$ cat src/rtl/pc_ctrl.sv
// Fetch program-counter controller: sequential advance, jr/jump/branch redirects,
// and a single-entry redirect buffer that parks a target while instruction memory is busy.
module pc_ctrl #(
  parameter logic [31:0] RESET_PC = 32'h0000_3000
) (
  input  logic        clk,
  input  logic        reset,
  input  logic        stall,
  input  logic        if_wait,
  input  logic        br_valid,
  input  logic        br_taken,
  input  logic [15:0] imm16,
  input  logic        jump,
  input  logic [25:0] instr_index,
  input  logic        jr,
  input  logic [31:0] jr_target,
  output logic [31:0] pc,
  output logic [31:0] pc_plus4,
  output logic        redirect_pend
);

  // state | meaning
  // RUN   | no redirect parked; pc advances or redirects when memory is ready
  // PEND  | a redirect target is parked in pend_target_q until if_wait drops
  localparam logic [0:0] ST_RUN  = 1'b0;
  localparam logic [0:0] ST_PEND = 1'b1;

  logic [0:0]  state_q, state_d;
  logic [31:0] pc_q, pc_d;
  logic [31:0] pend_target_q, pend_target_d;

  logic        req;
  logic [31:0] br_offset;
  logic [31:0] br_target;
  logic [31:0] jmp_target;
  logic [31:0] sel_target;
  logic [31:0] seq_pc;

  assign req        = jr | jump | (br_valid & br_taken);
  assign br_offset  = {{14{imm16[15]}}, imm16, 2'b00};
  // pc already holds the delay-slot address, so the branch base needs no adjustment
  assign br_target  = pc_q + br_offset;
  assign jmp_target = {pc_q[31:28], instr_index, 2'b00};
  assign seq_pc     = pc_q + 32'd4;

  always_comb begin
    sel_target = br_target;
    if (jr) begin
      sel_target = jr_target;
    end else if (jump) begin
      sel_target = jmp_target;
    end
  end

  always_comb begin
    state_d       = state_q;
    pc_d          = pc_q;
    pend_target_d = pend_target_q;
    if (!stall) begin
      case (state_q)
        ST_RUN: begin
          if (!if_wait) begin
            pc_d = req ? sel_target : seq_pc;
          end else if (req) begin
            pend_target_d = sel_target;
            state_d       = ST_PEND;
          end
        end
        ST_PEND: begin
          // first captured redirect wins; requests seen while parked are dropped
          if (!if_wait) begin
            pc_d    = pend_target_q;
            state_d = ST_RUN;
          end
        end
        default: begin
          state_d = ST_RUN;
        end
      endcase
    end
  end

  always_ff @(posedge clk or posedge reset) begin
    if (reset) begin
      state_q       <= ST_RUN;
      pc_q          <= RESET_PC;
      pend_target_q <= 32'h0000_0000;
    end else begin
      state_q       <= state_d;
      pc_q          <= pc_d;
      pend_target_q <= pend_target_d;
    end
  end

  assign pc            = pc_q;
  assign pc_plus4      = seq_pc;
  assign redirect_pend = (state_q == ST_PEND);

endmodule

$ cat config.mk
export PLATFORM = sky130hd
export DESIGN_NAME = pc_ctrl
export DESIGN_NICKNAME = d
export VERILOG_FILES = /design/src/rtl/pc_ctrl.sv
export SDC_FILE = /design/constraint.sdc
export NUM_CORES = 1
export LEC_CHECK = 0
export ABC_AREA = 0
export CAP_MARGIN = 20
export CORE_ASPECT_RATIO = 1.5
export CORE_MARGIN = 2
export CORE_UTILIZATION = 56
export CTS_BUF_LIST = sky130_fd_sc_hd__clkbuf_2
export DETAILED_ROUTE_END_ITERATION = 6
export PLACE_DENSITY = 0.89
export SYNTH_ARGS = -nofsm -noshare
export SYNTH_HDL_FRONTEND = slang
export SYNTH_SLANG_ARGS = --single-unit
$ cat constraint.sdc
create_clock -name clk -period 4.8 [get_ports clk]
set_input_delay 1.2 -clock clk [delete_from_list [all_inputs] [get_ports clk]]
set_output_delay 1.2 -clock clk [all_outputs]
set_load 0.02 [all_outputs]
After elaboration in Yosys (flattened, before gate mapping)
Index checks and enable logic that the tools add are counted.
- add/subtract/negate cells: 2
- $mul: 0
- divide/modulo/power cells: 0
- magnitude comparators: 0
- eq/ne operators: 2
- shift operators: 0
- multiplexer cells: 10
- bitwise operators: 5
- reductions and logical operators: 2
- operators with widths (operator ; number):
    $mux 32 ; 5
    $pmux 32 s2 ; 1
    $add 32x3->32 const B ; 1
    $add 32x32->32 ; 1
    $ne 2x2->1 const B ; 2
    $reduce_and 4->1 ; 1
    $mux 1 ; 3
    $reduce_and 3->1 ; 1
    $not 1->1 ; 2
    $or 1x1->1 ; 2
    $pmux 1 s2 ; 1
    $and 1x1->1 ; 1
- register bits after elaboration: 65
- bits in latches: 0
- RAM bits: 0
- memory bits (read-only): 0
- input bits: 82
- output and inout bits: 65
- logic and storage cells: 24
- memories: 0

Logic depth before layout (Yosys ltp)
- depth after elaboration: 6
- depth in mapped cells: 11
- mapped depth without buffers: 11

Worst setup path after synthesis
No wires, ideal clock.
- kind: input port to flip-flop
- start: in imm16[0]
- end: reg pend_target_q[20]
- library setup time: 0.121 ns
- arrival time: 3.665 ns
- data required time: 4.679 ns
- path slack: 1.014 ns
- cell stages on the path: 11
- buffers on the path: 0
- path through: ha_1 fa_1 a211oi_1 o21bai_1 a21oi_1 o221ai_1 a221oi_2 o31a_1 xor2_1 o211ai_1 a22o_1
- word-level cells in the longest chain between the ends: 3
- ends and longest elaborated chain (what ; RTL line ; text):
    start: declaration ; 12 ; input logic [15:0] imm16,
    $add 32x32->32 ; 42 ; assign br_target = pc_q + br_offset;
    $mux 32 ; 50 ; end else if (jump) begin
    $mux 32 ; 48 ; if (jr) begin
    end signal: assignment ; 91 ; pend_target_q <= pend_target_d;
    end: declaration ; 30 ; logic [31:0] pend_target_q, pend_target_d;
Every way passes these cells.
A chain may end at the register's enable or synchronous reset.

Worst setup path after layout
- start: reg pc_q[5] (netlist: pc[5])
- end: out pc_plus4[27]
- word-level cells in the longest chain between the ends: 1
- ends and longest elaborated chain (what ; RTL line ; text):
    start: declaration ; 29 ; logic [31:0] pc_q, pc_d;
    start signal: assignment ; 90 ; pc_q <= pc_d;
    $add 32x3->32 ; 44 ; assign seq_pc = pc_q + 32'd4;
    end: declaration ; 18 ; output logic [31:0] pc_plus4,
Every way passes these cells.

==> flow_metrics.tcl <==
set metrics [dict create \
    post-route-drc-count 0 \
    synth_cells 777 \
    timing.fmax_ghz 0.213 \
    ys_ff_latch 65 \
    min_path_type "reg2reg" \
    clk_root_buffer_cell "clkbuf_2" \
    setup_viol 0 \
    drt-total-wl_um 23600 \
    ys.flop_type "dfrtp_1" \
    ys_types 69 \
    slew_viol_final 0 \
    rsz0062_at_grt "false" \
    drive_gt1_frac 0.0718 \
    fp-row-count 45 \
    cp-start-kind "flop" \
    cts.sinks 65 \
    finalCriticalPeriod_ns 4.69 \
    ys_warn_count 0 \
    dieArea_um2 11400 \
    grt_pass1_vias 7048 \
    final_nets 1027 \
    portBuffers 146 \
    numCtsBuffers 9 \
    relSlewSlack 0.361 \
    routed_via_density 6.59 \
    finalClockSkew_ns 0.0253 \
    cts_tree "built" \
    dr.pass1.iters 5 \
    status "completed" \
    clk_pin_slew_worst_paths_ns 0.21 \
    boundaryPins 147 \
    grt_usage 0.415 \
    cts_buffer_depth 2 \
    initial_core_util 0.579 \
    synth_area_per_cell_um2 7.59 \
    grt_pass1_wl_um 35900 \
    worstPathRequired_ns 3.60 \
    worst_ir_drop_vdd_uv 254 \
    drt_iter0_markers 650 \
    post-place-ws_ns 0.194 \
    netlist_area_um2 5900 \
    report.final.hold_viol_count 0 \
    finalSetupTns_ns 0 \
    cp_max_fo 7 \
    mostFrequentLayoutCell "clkdlybuf4s50_1" \
    finish.utilization 0.754 \
    synth_edf_count 0 \
    gp_congestion 1.00 \
    fin_ws_ns 0.108 \
    place_hpwl_um 16900 \
    core-area_um2 10200 \
    syn-num-nets 890 \
    die_h_um 130 \
    timing.final.crit_share 0.977 \
    arrival_ns 3.49 \
    worstMarginPinSlew_ns 0.956 \
    ant_nets 0 \
    htree_levels 3 \
    pwr_density_cell_nw_per_um2 401 \
    ys_seq_area_frac 0.276 \
    grt_overflow 0 \
    die_width_um 87.8 \
    vias 6991 \
    grt_max_degree 41 \
    antenna_found_initial 1 \
    wl_per_cell_um 22.2 \
    final_cell_mix "clkdlybuf4s50_1, nand2_1, o21ai_0" \
    synthArstFlopShare 1.00 \
    finalPower_w 0.00308 \
    p_leak_nw 3.19 \
    maxCapViolations 0 \
    end_kind "primary output" \
    clk_latency_ns 0.60 \
    critPathKind "reg2out" \
    areaGrowthSynthToFinish_pct 30.2 \
]
-- state kept, by name, summed over array words and instances (netlist names) --
| signal | count |
|---|---|
| pc | 32 |
| pend_target_q | 32 |
| redirect_pend | 1 |
-- cell usage after synthesis, types with 3 or more instances --
library cell,count,area share
nand2_1,115,0.073
o21ai_0,91,0.077
a21oi_1,70,0.059
dfrtp_1,63,0.27
nor2_1,53,0.034
clkbuf_1,41,0.026
xnor2_1,34,0.050
ha_1,30,0.064
nand3_1,22,0.019
and3_1,19,0.020
inv_1,19,0.012
a21o_1,16,0.020
o211ai_1,15,0.019
a211oi_1,14,0.018
xor2_1,14,0.021
a31oi_1,12,0.013
nor3_1,12,0.010
nand4_1,11,0.012
or3_1,10,0.011
o21a_1,8,0.010
and2_1,7,0.0074
mux2i_1,7,0.012
o21bai_1,7,0.0089
o31ai_1,7,0.0089
nand2b_1,5,0.0053
o221ai_1,5,0.0074
a221o_1,4,0.0068
a221oi_1,4,0.0059
a22oi_1,4,0.0051
o22ai_1,4,0.0042
a22o_1,3,0.0045
nor2b_1,3,0.0032
-- layer usage --
| layer | wire length, um | GRT usage | up-vias |
|---|---|---|---|
| li1 | - | - | 3121 |
| met1 | 8090 | 0.459 | 3271 |
| met2 | 11800 | 0.706 | 468 |
| met3 | 2080 | 0.0848 | 131 |
| met4 | 1570 | 0.280 | 0 |
| met5 | 0 | 0 | - |
-- layout make-up --
| class | count | area (um^2) |
|---|---|---|
| Sequential cell | 65 | 1630 |
| Multi-Input combinational cell | 646 | 4020 |
| Inverter | 19 | 71.3 |
| Tap cell | 141 | 176 |
| Clock inverter | 7 | 76.3 |
| Antenna cell | 1 | 2.50 |
| Fill cell | 796 | 2510 |
| Timing Repair Buffer | 173 | 1660 |
| Clock buffer | 9 | 45.0 |
-- timing repair --
| action | in CTS | in global routing |
|---|---|---|
| buffers inserted | 0 | 2 |
| hold buffers | 0 | 0 |
| resized for setup | 4 | 2 |
| endpoints found under the setup margin | 2 | 4 |
-- power breakdown --
part	internal, W	switching, W	total [W]
combinational	0.000790	0.00102	0.00181
clock	0.000124	0.000258	0.000381
sequential	0.000697	0.000188	0.000885
total	0.00161	0.00147	0.00308
-- stage by stage --
step	instance area [um^2]	cells	hold WS (ns)
global placement	7530	1042	0.443
detailed placement	7530	1042	0.466
finish	7680	1061	0.508
CTS	7660	1058	0.513
global route	7680	1061	0.533
floorplan	5900	777	0.430
-- cells by family after synthesis --
kind of cell             Yosys count  synth area share
multiplexers                       8            0.0138
adder cells (fa/ha/maj)           31            0.0670
flip-flops                        65             0.276
buffers and inverters             66            0.0458
AO/OA/AOI/OAI                    289             0.314
XOR/XNOR                          48            0.0712
AND/OR/NAND/NOR                  270             0.212
-- path summary, 6_finish.rpt --
path                                    from           endpoint  slack (ns)  depth (start not counted)
min                        pend_target_q[22]  pend_target_q[22]        0.51                          2
min reg2reg                pend_target_q[22]  pend_target_q[22]        0.51                          2
max reg2reg                            pc[2]  pend_target_q[20]        1.26                         11
max in group asynchronous              reset             pc[12]        2.77                          3
max                                    pc[5]       pc_plus4[27]        0.11                          9
min in group asynchronous              reset   pend_target_q[3]        1.00                          2
-- critical path, stage by stage, from the launching register on --
cell and delay, ns:
dfrtp_1 0.53, nand4_1 0.20, nor4_2 0.40, buf_4 0.21
nand4_1 0.10, buf_4 0.18, nor2_4 0.15, nand3_1 0.11
xnor2_1 0.33, clkdlybuf4s50_1 0.68
No activity file was read; power rests on OpenSTA's default activity.
